===== config.mk =====
export PLATFORM = sky130hd
export DESIGN_NAME = keypad_scanner_flat
export DESIGN_NICKNAME = d
export VERILOG_FILES = /design/src/rtl/keypad_pkg.sv /design/src/rtl/keypad_scanner_if.sv /design/src/rtl/keypad_debounce.sv /design/src/rtl/keypad_scanner.sv /design/src/flat_wrapper.sv
export SDC_FILE = /design/constraint.sdc
export NUM_CORES = 1
export LEC_CHECK = 0
export ABC_AREA = 0
export CORE_ASPECT_RATIO = 1.1
export CORE_MARGIN = 2
export CORE_UTILIZATION = 65
export CTS_BUF_LIST = sky130_fd_sc_hd__clkbuf_4
export DETAILED_ROUTE_END_ITERATION = 6
export PLACE_DENSITY = 0.87
export SETUP_SLACK_MARGIN = 0.5
export SYNTH_ARGS = -nofsm -noshare
export SYNTH_HDL_FRONTEND = slang
export SYNTH_SLANG_ARGS = --single-unit

===== constraint.sdc =====
create_clock -name clk -period 6.5 [get_ports clk]
set_clock_uncertainty 0.1 [all_clocks]
set_input_delay 1.95 -clock clk [delete_from_list [all_inputs] [get_ports clk]]
set_output_delay 1.95 -clock clk [all_outputs]
set_load 0.1 [all_outputs]

===== src/rtl/keypad_pkg.sv =====
// keypad_pkg: shared constants, FSM state type and the keypad position-to-code
// lookup for the 4x3 phone keypad scanner.
//   Codes: 0-9 digits, KEY_STAR (*), KEY_HASH (#), KEY_NONE (no key).
package keypad_pkg;

    localparam int NUM_ROWS = 4;
    localparam int NUM_COLS = 3;

    localparam logic [3:0] KEY_STAR = 4'hA;
    localparam logic [3:0] KEY_HASH = 4'hB;
    localparam logic [3:0] KEY_NONE = 4'hF;

    typedef enum logic {
        RELEASED = 1'b0,
        HELD     = 1'b1
    } scan_state_t;

    // Layout: r0 = 1 2 3, r1 = 4 5 6, r2 = 7 8 9, r3 = * 0 #
    function automatic logic [3:0] key_lookup(input logic [1:0] row, input logic [1:0] col);
        int idx;
        if (row == 2'd3) begin
            case (col)
                2'd0:    key_lookup = KEY_STAR;
                2'd1:    key_lookup = 4'h0;
                default: key_lookup = KEY_HASH;
            endcase
        end else begin
            idx        = int'(row) * 3 + int'(col) + 1;
            key_lookup = 4'(idx);
        end
    endfunction

    // Keys that clock the downstream word-length counter: digits and '#'.
    function automatic logic is_digit_or_hash(input logic [3:0] code);
        return (code <= 4'd9) || (code == KEY_HASH);
    endfunction

endpackage


===== src/rtl/keypad_scanner_if.sv =====
// keypad_scanner_if: bundles the keypad matrix lines and the accepted-key outputs.
//   row_n      keypad rows, active-low, driven by the keypad (asynchronous)
//   col_n      column drive, active-low one-hot, driven by the scanner
//   key_code   accepted key code (KEY_NONE when released)
//   key_valid  one-cycle pulse on each newly accepted key
//   digit_held level: accepted key is a digit or '#'
//   star_held  level: accepted key is '*'
// Modports: master = scanner side, slave = keypad/consumer side.
interface keypad_scanner_if;
    import keypad_pkg::*;

    logic [NUM_ROWS-1:0] row_n;
    logic [NUM_COLS-1:0] col_n;
    logic [3:0]          key_code;
    logic                key_valid;
    logic                digit_held;
    logic                star_held;

    modport master (
        input  row_n,
        output col_n, key_code, key_valid, digit_held, star_held
    );

    modport slave (
        output row_n,
        input  col_n, key_code, key_valid, digit_held, star_held
    );

endinterface


===== src/rtl/keypad_debounce.sv =====
// keypad_debounce: frame-rate debouncer for a 4-bit code.
//   clk, reset   system clock, synchronous active-high reset
//   frame_tick   one-cycle strobe carrying a new frame result on 'value'
//   value        frame result code
//   current      code currently accepted downstream
//   candidate    code being qualified
//   accept       one-cycle strobe: candidate has been stable long enough and
//                differs from 'current'
module keypad_debounce
    import keypad_pkg::*;
#(
    parameter int DEBOUNCE_FRAMES = 4
) (
    input  logic       clk,
    input  logic       reset,
    input  logic       frame_tick,
    input  logic [3:0] value,
    input  logic [3:0] current,
    output logic [3:0] candidate,
    output logic       accept
);

    localparam int             CW      = $clog2(DEBOUNCE_FRAMES);
    localparam logic [CW-1:0]  CNT_MAX = CW'(DEBOUNCE_FRAMES - 1);

    logic [CW-1:0] stable_cnt;
    logic [CW-1:0] cnt_next;
    logic          match;

    // NOTE: every signal assigned in always_comb gets a default first so no path
    // leaves it unassigned, which would otherwise infer a latch.
    always_comb begin
        cnt_next = '0;
        match    = (value == candidate);
        if (match) begin
            cnt_next = (stable_cnt == CNT_MAX) ? stable_cnt : stable_cnt + 1'b1;
        end
    end

    // NOTE: sequential state uses non-blocking assignments so every register
    // samples the pre-edge values, independent of statement order.
    always_ff @(posedge clk) begin
        if (reset) begin
            candidate  <= KEY_NONE;
            stable_cnt <= '0;
            accept     <= 1'b0;
        end else begin
            accept <= 1'b0;
            if (frame_tick) begin
                candidate  <= value;
                stable_cnt <= cnt_next;
                // Fires on the frame the count reaches its terminal value; once
                // accepted, 'current' equals candidate so it cannot re-fire.
                accept     <= match && (cnt_next == CNT_MAX) && (candidate != current);
            end
        end
    end

endmodule


===== src/rtl/keypad_scanner.sv =====
// keypad_scanner: scans a 4x3 phone keypad, debounces it and reports one
// accepted key at a time.
//   clk     system clock
//   reset   synchronous, active-high reset
//   kp      keypad_scanner_if.master: row_n in, col_n/key_code/key_valid/
//           digit_held/star_held out
// Each column is driven for SCAN_DIV clocks; rows are sampled on the last
// dwell clock. A frame (3 columns) yields the lowest-index pressed key, which
// is debounced over DEBOUNCE_FRAMES frames before the FSM accepts it.
module keypad_scanner
    import keypad_pkg::*;
#(
    parameter int SCAN_DIV        = 5000,
    parameter int DEBOUNCE_FRAMES = 4
) (
    input  logic              clk,
    input  logic              reset,
    keypad_scanner_if.master  kp
);

    localparam int            DW        = $clog2(SCAN_DIV);
    localparam logic [DW-1:0] DWELL_MAX = DW'(SCAN_DIV - 1);
    localparam logic [1:0]    LAST_COL  = 2'(NUM_COLS - 1);

    // Synchronizer
    logic [NUM_ROWS-1:0] row_meta;
    logic [NUM_ROWS-1:0] row_sync;

    // Scan / frame encode
    logic [DW-1:0]       dwell;
    logic [NUM_COLS-1:0] col_n_q;
    logic [1:0]          col_idx;
    logic [3:0]          frame_acc;
    logic [3:0]          frame_value;
    logic                frame_tick;
    logic [3:0]          col_hit;
    logic [3:0]          merged;
    logic                last_dwell;
    logic                last_col;

    // Debounce / FSM
    logic [3:0]          candidate;
    logic                accept;
    scan_state_t         state;
    scan_state_t         state_next;
    logic [3:0]          key_code_q;
    logic [3:0]          code_next;
    logic                key_valid_q;
    logic                valid_next;
    logic                digit_held_q;
    logic                star_held_q;

    always_ff @(posedge clk) begin
        if (reset) begin
            row_meta <= '1;
            row_sync <= '1;
        end else begin
            row_meta <= kp.row_n;
            row_sync <= row_meta;
        end
    end

    assign last_dwell = (dwell == DWELL_MAX);
    assign last_col   = (col_idx == LAST_COL);

    // Lowest pressed row in the current column; scanning downward lets the
    // lowest index overwrite higher ones.
    always_comb begin
        col_hit = KEY_NONE;
        for (int r = NUM_ROWS - 1; r >= 0; r--) begin
            if (!row_sync[r]) begin
                col_hit = key_lookup(2'(r), col_idx);
            end
        end
    end

    // Earlier columns win, so a key already found this frame is kept.
    assign merged = (frame_acc != KEY_NONE) ? frame_acc : col_hit;

    always_ff @(posedge clk) begin
        if (reset) begin
            dwell       <= '0;
            col_n_q     <= 3'b110;
            col_idx     <= 2'd0;
            frame_acc   <= KEY_NONE;
            frame_value <= KEY_NONE;
            frame_tick  <= 1'b0;
        end else begin
            frame_tick <= 1'b0;
            if (last_dwell) begin
                dwell   <= '0;
                col_n_q <= {col_n_q[1:0], col_n_q[2]};
                col_idx <= last_col ? 2'd0 : col_idx + 2'd1;
                if (last_col) begin
                    frame_value <= merged;
                    frame_tick  <= 1'b1;
                    frame_acc   <= KEY_NONE;
                end else begin
                    frame_acc <= merged;
                end
            end else begin
                dwell <= dwell + 1'b1;
            end
        end
    end

    keypad_debounce #(
        .DEBOUNCE_FRAMES (DEBOUNCE_FRAMES)
    ) u_debounce (
        .clk        (clk),
        .reset      (reset),
        .frame_tick (frame_tick),
        .value      (frame_value),
        .current    (key_code_q),
        .candidate  (candidate),
        .accept     (accept)
    );

    always_comb begin
        state_next = state;
        code_next  = key_code_q;
        valid_next = 1'b0;
        if (accept) begin
            case (state)
                RELEASED: begin
                    if (candidate != KEY_NONE) begin
                        state_next = HELD;
                        code_next  = candidate;
                        valid_next = 1'b1;
                    end
                end
                HELD: begin
                    if (candidate == KEY_NONE) begin
                        state_next = RELEASED;
                        code_next  = KEY_NONE;
                    end else begin
                        // Roll-over: level flags follow the new key in the
                        // same cycle, so digit->digit keeps digit_held high.
                        code_next  = candidate;
                        valid_next = 1'b1;
                    end
                end
                default: state_next = RELEASED;
            endcase
        end
    end

    always_ff @(posedge clk) begin
        if (reset) begin
            state        <= RELEASED;
            key_code_q   <= KEY_NONE;
            key_valid_q  <= 1'b0;
            digit_held_q <= 1'b0;
            star_held_q  <= 1'b0;
        end else begin
            state        <= state_next;
            key_code_q   <= code_next;
            key_valid_q  <= valid_next;
            digit_held_q <= is_digit_or_hash(code_next);
            star_held_q  <= (code_next == KEY_STAR);
        end
    end

    assign kp.col_n      = col_n_q;
    assign kp.key_code   = key_code_q;
    assign kp.key_valid  = key_valid_q;
    assign kp.digit_held = digit_held_q;
    assign kp.star_held  = star_held_q;

endmodule


===== src/flat_wrapper.sv =====
// flat-port wrapper written by rule: the top's interface ports become plain ports
module keypad_scanner_flat import keypad_pkg::*;
#(
    parameter int SCAN_DIV        = 5000,
    parameter int DEBOUNCE_FRAMES = 4
)
  (clk, reset, kp_row_n, kp_col_n, kp_key_code, kp_key_valid, kp_digit_held, kp_star_held);
  keypad_scanner_if kp_i ();
  input  logic clk;
  input  logic reset;
  input wire logic [$bits(kp_i.row_n)-1:0] kp_row_n;
  output wire logic [$bits(kp_i.col_n)-1:0] kp_col_n;
  output wire logic [$bits(kp_i.key_code)-1:0] kp_key_code;
  output wire logic [$bits(kp_i.key_valid)-1:0] kp_key_valid;
  output wire logic [$bits(kp_i.digit_held)-1:0] kp_digit_held;
  output wire logic [$bits(kp_i.star_held)-1:0] kp_star_held;
  assign kp_i.row_n = kp_row_n;
  assign kp_col_n = kp_i.col_n;
  assign kp_key_code = kp_i.key_code;
  assign kp_key_valid = kp_i.key_valid;
  assign kp_digit_held = kp_i.digit_held;
  assign kp_star_held = kp_i.star_held;
  keypad_scanner #(.SCAN_DIV(SCAN_DIV), .DEBOUNCE_FRAMES(DEBOUNCE_FRAMES)) u_core (.clk(clk), .reset(reset), .kp(kp_i));
endmodule

==> qor.txt, run 1 <==
# rows -> 22
RSZ-0062 raised after global routing -> false
Setup crit end kind -> primary output
Die footprint -> 0.00389 mm2
DRC Markers -> 0
Initial DRC count -> 101
Final Wtd Congestion -> 0.847
Startpoint type of the worst setup path -> register
CP Depth -> 1
Most frequent cells in the layout -> 50 x dfxtp_1, 27 x nor2_1, 20 x nand2_1, 15 x clkdlybuf4s50_1
Clock Latency Late Sink -> 0.38 ns
Outcome -> finished clean
Synth Net Count -> 258
Flops & latches, synth -> 50
Post-synthesis average cell area -> 9.07 um2
Placed cell areas -> 0.00238 mm2
Reg2Reg Setup Slack -> 4.12 ns
Largest net degree at the start of global routing -> 33
Initial core utilization -> 0.670
Final net count -> 272
Critical-path cell list -> clkdlybuf4s50_1
Reg2reg end -> u_core.frame_value[0]
First-pass GRT wire length -> 6730 um
Max_slew headroom -> 0.349
Final Max Tran Viols -> 0
Syn Std Cell Area -> 0.00221 mm2
Detail Route Antenna Nets -> 0
R2r startpoint -> u_core.col_idx[0]
Avg Vias per Cell -> 5.72
DR pass1 iterations -> 4
N_diodes -> 0
Prevailing post-synth register cell -> dfxtp_1
Final setup fails -> 0
Worst-Margin Slew -> 0.974 ns
Xor/xnor cell area share of the yosys netlist -> 0.0752
CTS Root Cell -> clkbuf_4
Worst setup endpoint -> kp_key_code[0]
VDD IR max -> 0.000248 V
CTS Sinks -> 50
CP Max Fanout -> 4
Maxcap violations -> 0
H-tree depth -> 2
Post-Synth Simple-Gate Area -> 0.234
Leakage -> 0.934 nW
Initial antenna violation count -> 0
Total gr overflow -> 0
Filler cell count -> 270
Yosys warns -> 0
Slowest cell on crit path -> clkdlybuf4s50_1
Worst Slack Setup Final -> 2.48 ns
Synth unique cells -> 47
Setup TNS -> 0 ns
Reg clk slew, reported paths -> 0.15 ns
Crit path largest cell delay -> 1.16 ns
TritonCTS Buffers -> 5
Final HPWL DP -> 2830 um
P&R area growth vs syn -> 11.3%
Crit path launch -> u_core.kp.key_code[0]
Clock buffer depth -> 2
Sequential fraction of the synthesis area -> 0.452
PD cells -> 209 mW/mm2
Most common cell after layout, fill and taps aside -> dfxtp_1
Gr usage total -> 0.229
Post-CTS setup buffers -> 0
Resize count post-CTS -> 0
Die height -> 65.2 um
WS Path Type -> reg2out
Number of buffers and inverters on the critical path -> 1
CTS tree -> done
Crit path time final -> 4.02 ns
DR vias -> 1,687
Num ports -> 16
Hold Fails Final Rpt -> 0
Post-synthesis mux area share -> 0.0407
CP top delay family -> buffers and inverters
Reg2Reg Depth -> 6
Routed WL per cell -> 13.3 um
Place WS -> 2.90 ns
Total Wirelength -> 3910 um
Period utilization -> 0.618
CP arrival -> 1.97 ns
Fin area -> 0.00246 mm2
Async S/R FF share, synth -> 0
Share of layout cells above drive strength 1 -> 0.0888
Max Fclk -> 249 MHz
Main combinational cell family by area after synthesis -> simple AND/OR/NAND/NOR gates
Synthesized-area fraction occupied by adder cells -> 0.0452
Worst min path class -> reg2reg
Vias in the first global route -> 1,640
Number of synthesized flops with an enable pin -> 0
Syn Inst Count -> 244
# port buffers -> 15
Area of the core -> 0.00330 mm2
Compound-Gate Fraction of Synth Area -> 0.111
# hold bufs at CTS -> 0
WP data required -> 4.45 ns
Die width -> 59.6 um
-- state kept, by name, summed over array words and instances (netlist names) --
register                      flops
u_core.u_debounce.candidate       4
u_core.kp.star_held               1
u_core.frame_acc                  4
u_core.col_idx                    2
u_core.u_debounce.accept          1
u_core.kp.digit_held              1
u_core.state                      1
u_core.dwell                     13
u_core.kp.key_valid               1
u_core.frame_tick                 1
u_core.frame_value                4
u_core.u_debounce.stable_cnt      2
u_core.row_meta                   4
u_core.kp.key_code                4
u_core.row_sync                   4
u_core.kp.col_n                   3
-- cells in the mapped netlist (all sizes together), types with 7 or more instances --
master	n	area, um2
a21oi	8	40.0
nor2	27	101
inv	12	45.0
xnor2	12	105
mux2i	9	90.1
dfxtp	50	1000
or2	11	68.8
xor2	7	61.3
a211oi	8	60.1
ha	8	100
nor3	9	50.1
nand2	20	75.1
-- through the flow --
stage,cells,hold slack [ns],power [mW],util
3_5_place_dp,287,0.293,0.340,0.720
2_1_floorplan,244,0.289,0.334,-
6_report,295,0.323,0.514,0.745
4_1_cts,295,0.324,0.518,0.745
3_3_place_gp,287,0.292,0.340,0.720
5_1_grt,295,0.340,0.533,0.745
-- final cells by class --
type / instances / area [um2] / share of cell area
Multi-Input combinational cell: 171 / 1120 / 0.454
Tap cell: 36 / 45.0 / 0.0183
Clock buffer: 5 / 37.5 / 0.0153
Sequential cell: 50 / 1000 / 0.407
Timing Repair Buffer: 17 / 165 / 0.0671
Clock inverter: 3 / 45.0 / 0.0183
Inverter: 13 / 48.8 / 0.0198
-- metal layers --
layer / part of all wire / vias up / GRT usage
li1: - / 874 / -
met1: 0.44 / 779 / 0.237
met2: 0.51 / 24 / 0.422
met3: 0.025 / 10 / 0.0413
met4: 0.023 / 0 / 0.125
met5: 0 / - / 0
-- cell families after synthesis --
| logic type | after synthesis |
|---|---|
| buf+inv | 23 |
| compound gates | 36 |
| fa+ha+maj | 8 |
| flops | 50 |
| xor+xnor | 19 |
| mux | 9 |
| simple gates | 99 |
-- worst min path at each step --
stage / from / endpoint / slack (ns) / cells past startpoint
finish: u_core.row_meta[3] / u_core.row_sync[3] / 0.32 / 1
floorplan: u_core.row_meta[0] / u_core.row_sync[0] / 0.29 / 1
global placement: u_core.row_meta[0] / u_core.row_sync[0] / 0.29 / 1
detailed placement: u_core.row_meta[3] / u_core.row_sync[3] / 0.29 / 1
global route: u_core.row_meta[3] / u_core.row_sync[3] / 0.34 / 1
CTS: u_core.row_meta[3] / u_core.row_sync[3] / 0.32 / 1
-- where the power goes --
group / internal, mW / leakage [nW] / switching (mW) / total [mW]
combinational: 0.00941 / 0.491 / 0.0107 / 0.0201
clock: 0.0807 / 0.0374 / 0.0996 / 0.180
sequential: 0.310 / 0.406 / 0.00302 / 0.313
(Power assumes the default switching activity.)
==> run 2, diff against run 1 <==
--- a/config.mk
+++ b/config.mk
@@ -8,10 +8,10 @@
 export ABC_AREA = 0
 export CORE_ASPECT_RATIO = 1.1
 export CORE_MARGIN = 2
-export CORE_UTILIZATION = 65
+export CORE_UTILIZATION = 54
 export CTS_BUF_LIST = sky130_fd_sc_hd__clkbuf_4
 export DETAILED_ROUTE_END_ITERATION = 6
-export PLACE_DENSITY = 0.87
+export PLACE_DENSITY = 0.77
 export SETUP_SLACK_MARGIN = 0.5
 export SYNTH_ARGS = -nofsm -noshare
 export SYNTH_HDL_FRONTEND = slang
==> constraint.sdc (replaced) <==
create_clock -name clk -period 3.61 [get_ports clk]
set_clock_uncertainty 0.1 [all_clocks]
set_input_delay 1.083 -clock clk [delete_from_list [all_inputs] [get_ports clk]]
set_output_delay 1.083 -clock clk [all_outputs]
set_load 0.1 [all_outputs]
==> run 2 against run 1 <==
Non-clock buffer count unchanged; via count hardly changed; worst hold slack improved by 0.0020 ns; largest cell class unchanged; critical path depth is 4 higher; clock-buffer cell count grew 1; combinational power rose by 80%; final cell count grew 5.4%; global-route usage is 4.3 points lower; total power is 67% higher; clock power grew 42%; first-iteration DRC count rose by 18%; sequential share of layout area grew 0.48 points.
==> qor.txt, run 2 (same netlist as run 1, synthesis figures left out) <==
Place WS -> 0.992 ns (-1.91 ns)
Most frequent cells in the layout -> 50 x dfxtp_1, 27 x nor2_1, 20 x nand2_1
Final setup fails -> 0 (unchanged)
Placed cell areas -> 0.00237 mm2 (-0.21%)
Initial DRC count -> 119 (+18%)
Leakage -> 0.939 nW (+0.51%)
Final net count -> 272 (unchanged)
RSZ-0062 raised after global routing -> false
Fin area -> 0.00243 mm2 (-1.2%)
Startpoint type of the worst setup path -> register
Clock Latency Late Sink -> 0.37 ns (about the same)
Gr usage total -> 0.185 (-0.0435)
Maxcap violations -> 0 (unchanged)
N_diodes -> 0 (unchanged)
Reg clk slew, reported paths -> 0.14 ns (about the same)
CP arrival -> 2.66 ns (+0.69 ns)
Max Fclk -> 400 MHz
Largest net degree at the start of global routing -> 25 (-24%)
Period utilization -> 0.692
WP data required -> 3.77 ns (-0.68 ns)
Num ports -> 16 (unchanged)
Setup crit end kind -> register
# hold bufs at CTS -> 0 (unchanged)
Final Max Tran Viols -> 0 (unchanged)
Die height -> 71.1 um (+9.1%)
Worst-Margin Slew -> 0.551 ns (-0.422 ns)
Initial core utilization -> 0.558 (-0.112)
# rows -> 24 (+9.1%)
CTS Root Cell -> clkbuf_4
CP Max Fanout -> 12 (+8)
WS Path Type -> reg2reg
Share of layout cells above drive strength 1 -> 0.127 (+0.0386)
Total Wirelength -> 3840 um (-1.7%)
Outcome -> finished clean
Hold Fails Final Rpt -> 0 (unchanged)
TritonCTS Buffers -> 5 (unchanged)
PD cells -> 352 mW/mm2 (+69%)
Clock buffer depth -> 2 (unchanged)
H-tree depth -> 2 (unchanged)
DRC Markers -> 0 (unchanged)
Most flops, register -> u_core.dwell
Routed WL per cell -> 12.4 um (-6.8%)
Final design utilization -> 0.614 (-0.131)
Area of the core -> 0.00396 mm2 (+20%)
Worst Slack Setup Final -> 1.11 ns (-1.37 ns)
Max reg flops -> 13 (unchanged)
# port buffers -> 15 (unchanged)
Final HPWL DP -> 2780 um (-1.9%)
Placed cells -> 303 (+5.6%)
Reg2Reg Setup Slack -> 1.11 ns (-3.01 ns)
Worst min path class -> reg2reg
Post-CTS setup buffers -> 0 (unchanged)
DR vias -> 1,686 (-0.059%)
Detail Route Antenna Nets -> 0 (unchanged)
VDD IR max -> 0.000199 V (-20%)
First-pass GRT wire length -> 6750 um (+0.21%)
Vias in the first global route -> 1,550 (-5.5%)
Setup TNS -> 0 ns (unchanged)
Most common cell after layout, fill and taps aside -> dfxtp_1
CTS tree -> done
CTS Sinks -> 50 (unchanged)
Final Wtd Congestion -> 0.825 (-2.7%)
P&R area growth vs syn -> 9.95%
Avg Vias per Cell -> 5.42 (-5.2%)
Crit path time final -> 2.50 ns
Initial antenna violation count -> 0 (unchanged)
Resize count post-CTS -> 0 (unchanged)
DR pass1 iterations -> 4 (unchanged)
Die width -> 65.0 um (+9.1%)
Final non-filler cell total -> 311 (+5.4%)
Total gr overflow -> 0 (unchanged)
Max_slew headroom -> 0.629 (+0.281)
Die footprint -> 0.00463 mm2 (+19%)
-- run 2: layout make-up --
type | instances | area, um2
Sequential cell | 50 | 1000
Timing Repair Buffer | 17 | 140
Clock inverter | 2 | 13.8
Inverter | 13 | 48.8
Fill cell | 371 | 1530
Tap cell | 52 | 65.1
Multi-Input combinational cell | 171 | 1120
Clock buffer | 6 | 45.0
-- run 2: routing by layer --
layer / GRT usage / vias to the layer above / wire, um
met5: 0 / - / 0
met4: 0.0625 / 0 / 53
met3: 0.0525 / 5 / 131
met2: 0.328 / 25 / 1950
met1: 0.214 / 780 / 1710
li1: - / 876 / -
-- run 2: path summary, 6_finish.rpt --
path	start	endpoint	depth (start not counted)
setup / recovery	u_core.dwell[3]	u_core.dwell[10]	5
hold / removal	u_core.row_meta[0]	u_core.row_sync[0]	1
setup reg to reg	u_core.dwell[3]	u_core.dwell[10]	5
hold reg to reg	u_core.row_meta[0]	u_core.row_sync[0]	1
-- run 2: critical path, cell delays in order (launching register included) --
cell	delay, ns
dfxtp_1	0.40
or4b_1	0.59
nor4_2	0.54
buf_4	0.28
or2_1	0.39
nor2_1	0.09
-- run 2: report_power, final --
| part | switching (mW) | total [mW] | leakage, nW | internal (mW) |
|---|---|---|---|---|
| clock network | 0.172 | 0.256 | 0.0356 | 0.0843 |
| logic | 0.0191 | 0.0361 | 0.498 | 0.0170 |
| registers | 0.00565 | 0.565 | 0.406 | 0.559 |
| total | 0.197 | 0.857 | 0.939 | 0.660 |
-- run 2: metrics by stage --
stage,power (mW),hold slack (ns)
after floorplan,0.601,0.289
after global placement,0.612,0.291
after detailed placement,0.613,0.293
after CTS,0.868,0.327
after global routing,0.898,0.355
final,0.857,0.325
==> run 3, diff against run 2 <==
--- a/config.mk
+++ b/config.mk
@@ -8,10 +8,10 @@
 export ABC_AREA = 0
 export CORE_ASPECT_RATIO = 1.1
 export CORE_MARGIN = 2
-export CORE_UTILIZATION = 54
+export CORE_UTILIZATION = 60
 export CTS_BUF_LIST = sky130_fd_sc_hd__clkbuf_4
 export DETAILED_ROUTE_END_ITERATION = 6
-export PLACE_DENSITY = 0.77
+export PLACE_DENSITY = 0.81
 export SETUP_SLACK_MARGIN = 0.5
 export SYNTH_ARGS = -nofsm -noshare
 export SYNTH_HDL_FRONTEND = slang
==> constraint.sdc (replaced) <==
create_clock -name clk -period 2.6 [get_ports clk]
set_clock_uncertainty 0.1 [all_clocks]
set_input_delay 0.78 -clock clk [delete_from_list [all_inputs] [get_ports clk]]
set_output_delay 0.78 -clock clk [all_outputs]
set_load 0.1 [all_outputs]
==> run 3 against run 2 <==
Clock power increased by 110%; die area fell by 9.4%; clock-buffer cell count down 1; combinational power up 46%; sequential share of layout area decreased by 1.6 points; critical path depth grew 1; worst hold slack worse by 0.0010 ns; maximum frequency rose by 23%; sequential power up 38%; final cell count rose by 0.64%; design area rose by 4.8%; total power grew 59%.
==> qor.txt, run 3 (same netlist as run 1, synthesis figures left out) <==
Outcome -> finished clean
First-pass GRT wire length -> 6660 um (-1.3%)
Routed WL per cell -> 12.6 um (+2.0%)
Die footprint -> 0.00419 mm2 (-9.4%)
DR pass1 iterations -> 4 (unchanged)
Clock buffer depth -> 2 (unchanged)
# hold bufs at CTS -> 0 (unchanged)
Die width -> 61.9 um (-4.8%)
Final setup fails -> 0 (unchanged)
Hold_ws -> 0.324 ns (-0.000996 ns)
Max reg flops -> 13 (unchanged)
PD cells -> 534 mW/mm2 (+52%)
Initial core utilization -> 0.615 (+0.0569)
Final Max Tran Viols -> 0 (unchanged)
VDD IR max -> 0.000431 V (+120%)
Num ports -> 16 (unchanged)
RSZ-0062 raised after global routing -> true
Reg2Reg Depth -> 6 (+1)
Total gr overflow -> 0 (unchanged)
Initial antenna violation count -> 0 (unchanged)
Multi-input gate area -> 0.00116 mm2 (+3.5%)
WP data required -> 2.76 ns (-1.01 ns)
Period utilization -> 0.783 (+0.0914)
CP Depth -> 6 (+1)
Slowest cell on crit path -> or4_4
CTS Root Cell -> clkbuf_4
Initial DRC count -> 65 (-45%)
Gr usage total -> 0.212 (+0.0264)
Maxcap violations -> 0 (unchanged)
Final Total Pwr -> 1.36 mW (+59%)
Area of the core -> 0.00360 mm2 (-9.2%)
Combinational power share -> 0.039 (-0.003)
Final HPWL DP -> 2770 um (-0.18%)
Worst-Margin Slew -> 0.394 ns (-0.157 ns)
Sw Ratio -> 0.196 (-0.0336)
Final Wtd Congestion -> 0.862 (+4.5%)
Most flops, register -> u_core.dwell
Max Fclk -> 491 MHz (+23%)
Largest net degree at the start of global routing -> 20 (-20%)
CTS Sinks -> 50 (unchanged)
CP Max Fanout -> 6 (-6)
Hold path depth -> 1 (unchanged)
Critical-path cell list -> inv_2 -> ha_4 -> or4b_1 -> or4_4 -> nor3_2 -> a22oi_1
Clock power frac -> 0.387 (+0.088)
Total Wirelength -> 3950 um (+2.7%)
Number of buffers and inverters on the critical path -> 1 (unchanged)
# port buffers -> 15 (unchanged)
Filler cell count -> 297 (-20%)
CP arrival -> 2.20 ns (-0.46 ns)
WS Path Type -> reg2reg
Crit path largest cell delay -> 0.47 ns (-0.12 ns)
Switch Pwr -> 267 uW (+36%)
Setup TNS -> 0 ns (unchanged)
Setup crit end kind -> register
Reg area -> 0.00101 mm2 (+0.75%)
CTS tree -> done
Share of layout cells above drive strength 1 -> 0.171 (+0.0437)
Avg Vias per Cell -> 5.50 (+1.4%)
Crit path time final -> 2.04 ns (-0.461 ns)
Die height -> 67.7 um (-4.9%)
DRC Markers -> 0 (unchanged)
Reg clk slew, reported paths -> 0.14 ns (about the same)
DR vias -> 1,721 (+2.1%)
Sequential power share -> 0.574 (-0.085)
Final net count -> 276 (+1.5%)
Max_slew headroom -> 0.735 (+0.105)
Startpoint type of the worst setup path -> register
P&R area growth vs syn -> 15.2%
Leakage -> 0.987 nW (+5.1%)
Vias in the first global route -> 1,546 (-0.26%)
N_diodes -> 0 (unchanged)
Most common cell after layout, fill and taps aside -> dfxtp_1
# rows -> 23 (-4.2%)
TritonCTS Buffers -> 5 (unchanged)
P_int -> 1.10 mW (+66%)
CP top delay family -> simple AND/OR/NAND/NOR gates
H-tree depth -> 2 (unchanged)
Hold Fails Final Rpt -> 0 (unchanged)
Clock Latency Late Sink -> 0.36 ns (about the same)
Most frequent cells in the layout -> 48 x dfxtp_1, 27 x nor2_1, 20 x nand2_1, 16 x buf_4, 12 x xnor2_1
Worst min path class -> reg2reg
Detail Route Antenna Nets -> 0 (unchanged)
-- run 3: changes by cell type in the layout (fill, tap and decap cells not counted), moves of 2 or more --
cell / before / now
bufinv_16: 0 / 2
buf_4: 12 / 16
ha_1: 8 / 6
dfxtp_4: 0 / 2
dfxtp_1: 50 / 48
-- run 3: cell type report --
cell class | instances | area share
clock buffer | 5 | 0.0147
tap | 50 | 0.0245
inverter | 13 | 0.0191
timing repair buffer | 21 | 0.0668
sequential | 50 | 0.396
multi-input combinational | 171 | 0.454
clock inverter | 3 | 0.0250
-- run 3: final timing paths --
path                      start                     to  slack, ns
max           u_core.col_idx[0]  u_core.frame_value[0]       0.56
min          u_core.row_meta[1]     u_core.row_sync[1]       0.32
max reg2reg   u_core.col_idx[0]  u_core.frame_value[0]       0.56
min reg2reg  u_core.row_meta[1]     u_core.row_sync[1]       0.32
-- run 3: metrics by stage --
step / util / cells / area [um2] / worst slack, ns
3_5_place_dp: 0.664 / 303 / 2390 / 0.330
6_report: 0.709 / 313 / 2550 / 0.564
2_1_floorplan: - / 244 / 2210 / 0.509
5_1_grt: 0.709 / 313 / 2550 / 0.497
3_3_place_gp: 0.664 / 303 / 2390 / 0.355
4_1_cts: 0.698 / 311 / 2510 / 0.528
-- run 3: what timing repair did --
item | in CTS | in global routing
setup endpoints to repair | 17 | 19
pin swaps | 0 | 1
gates resized for setup | 6 | 5
cloned | 0 | 0
setup buffers | 0 | 2
-- run 3: routing by layer --
layer / global-route usage / part of all wire / vias up
li1: - / - / 886
met1: 0.234 / 0.44 / 805
met2: 0.370 / 0.51 / 25
met3: 0.0709 / 0.033 / 5
met4: 0.0771 / 0.013 / 0
met5: 0 / 0 / -
-- run 3: power groups by stage --
stage	clock network, mW	logic [mW]	registers, mW
after floorplan	0	0.0369	0.798
after global placement	0	0.0509	0.800
after detailed placement	0	0.0518	0.801
after CTS	0.540	0.0529	0.783
after global routing	0.565	0.0595	0.783
final	0.528	0.0528	0.782
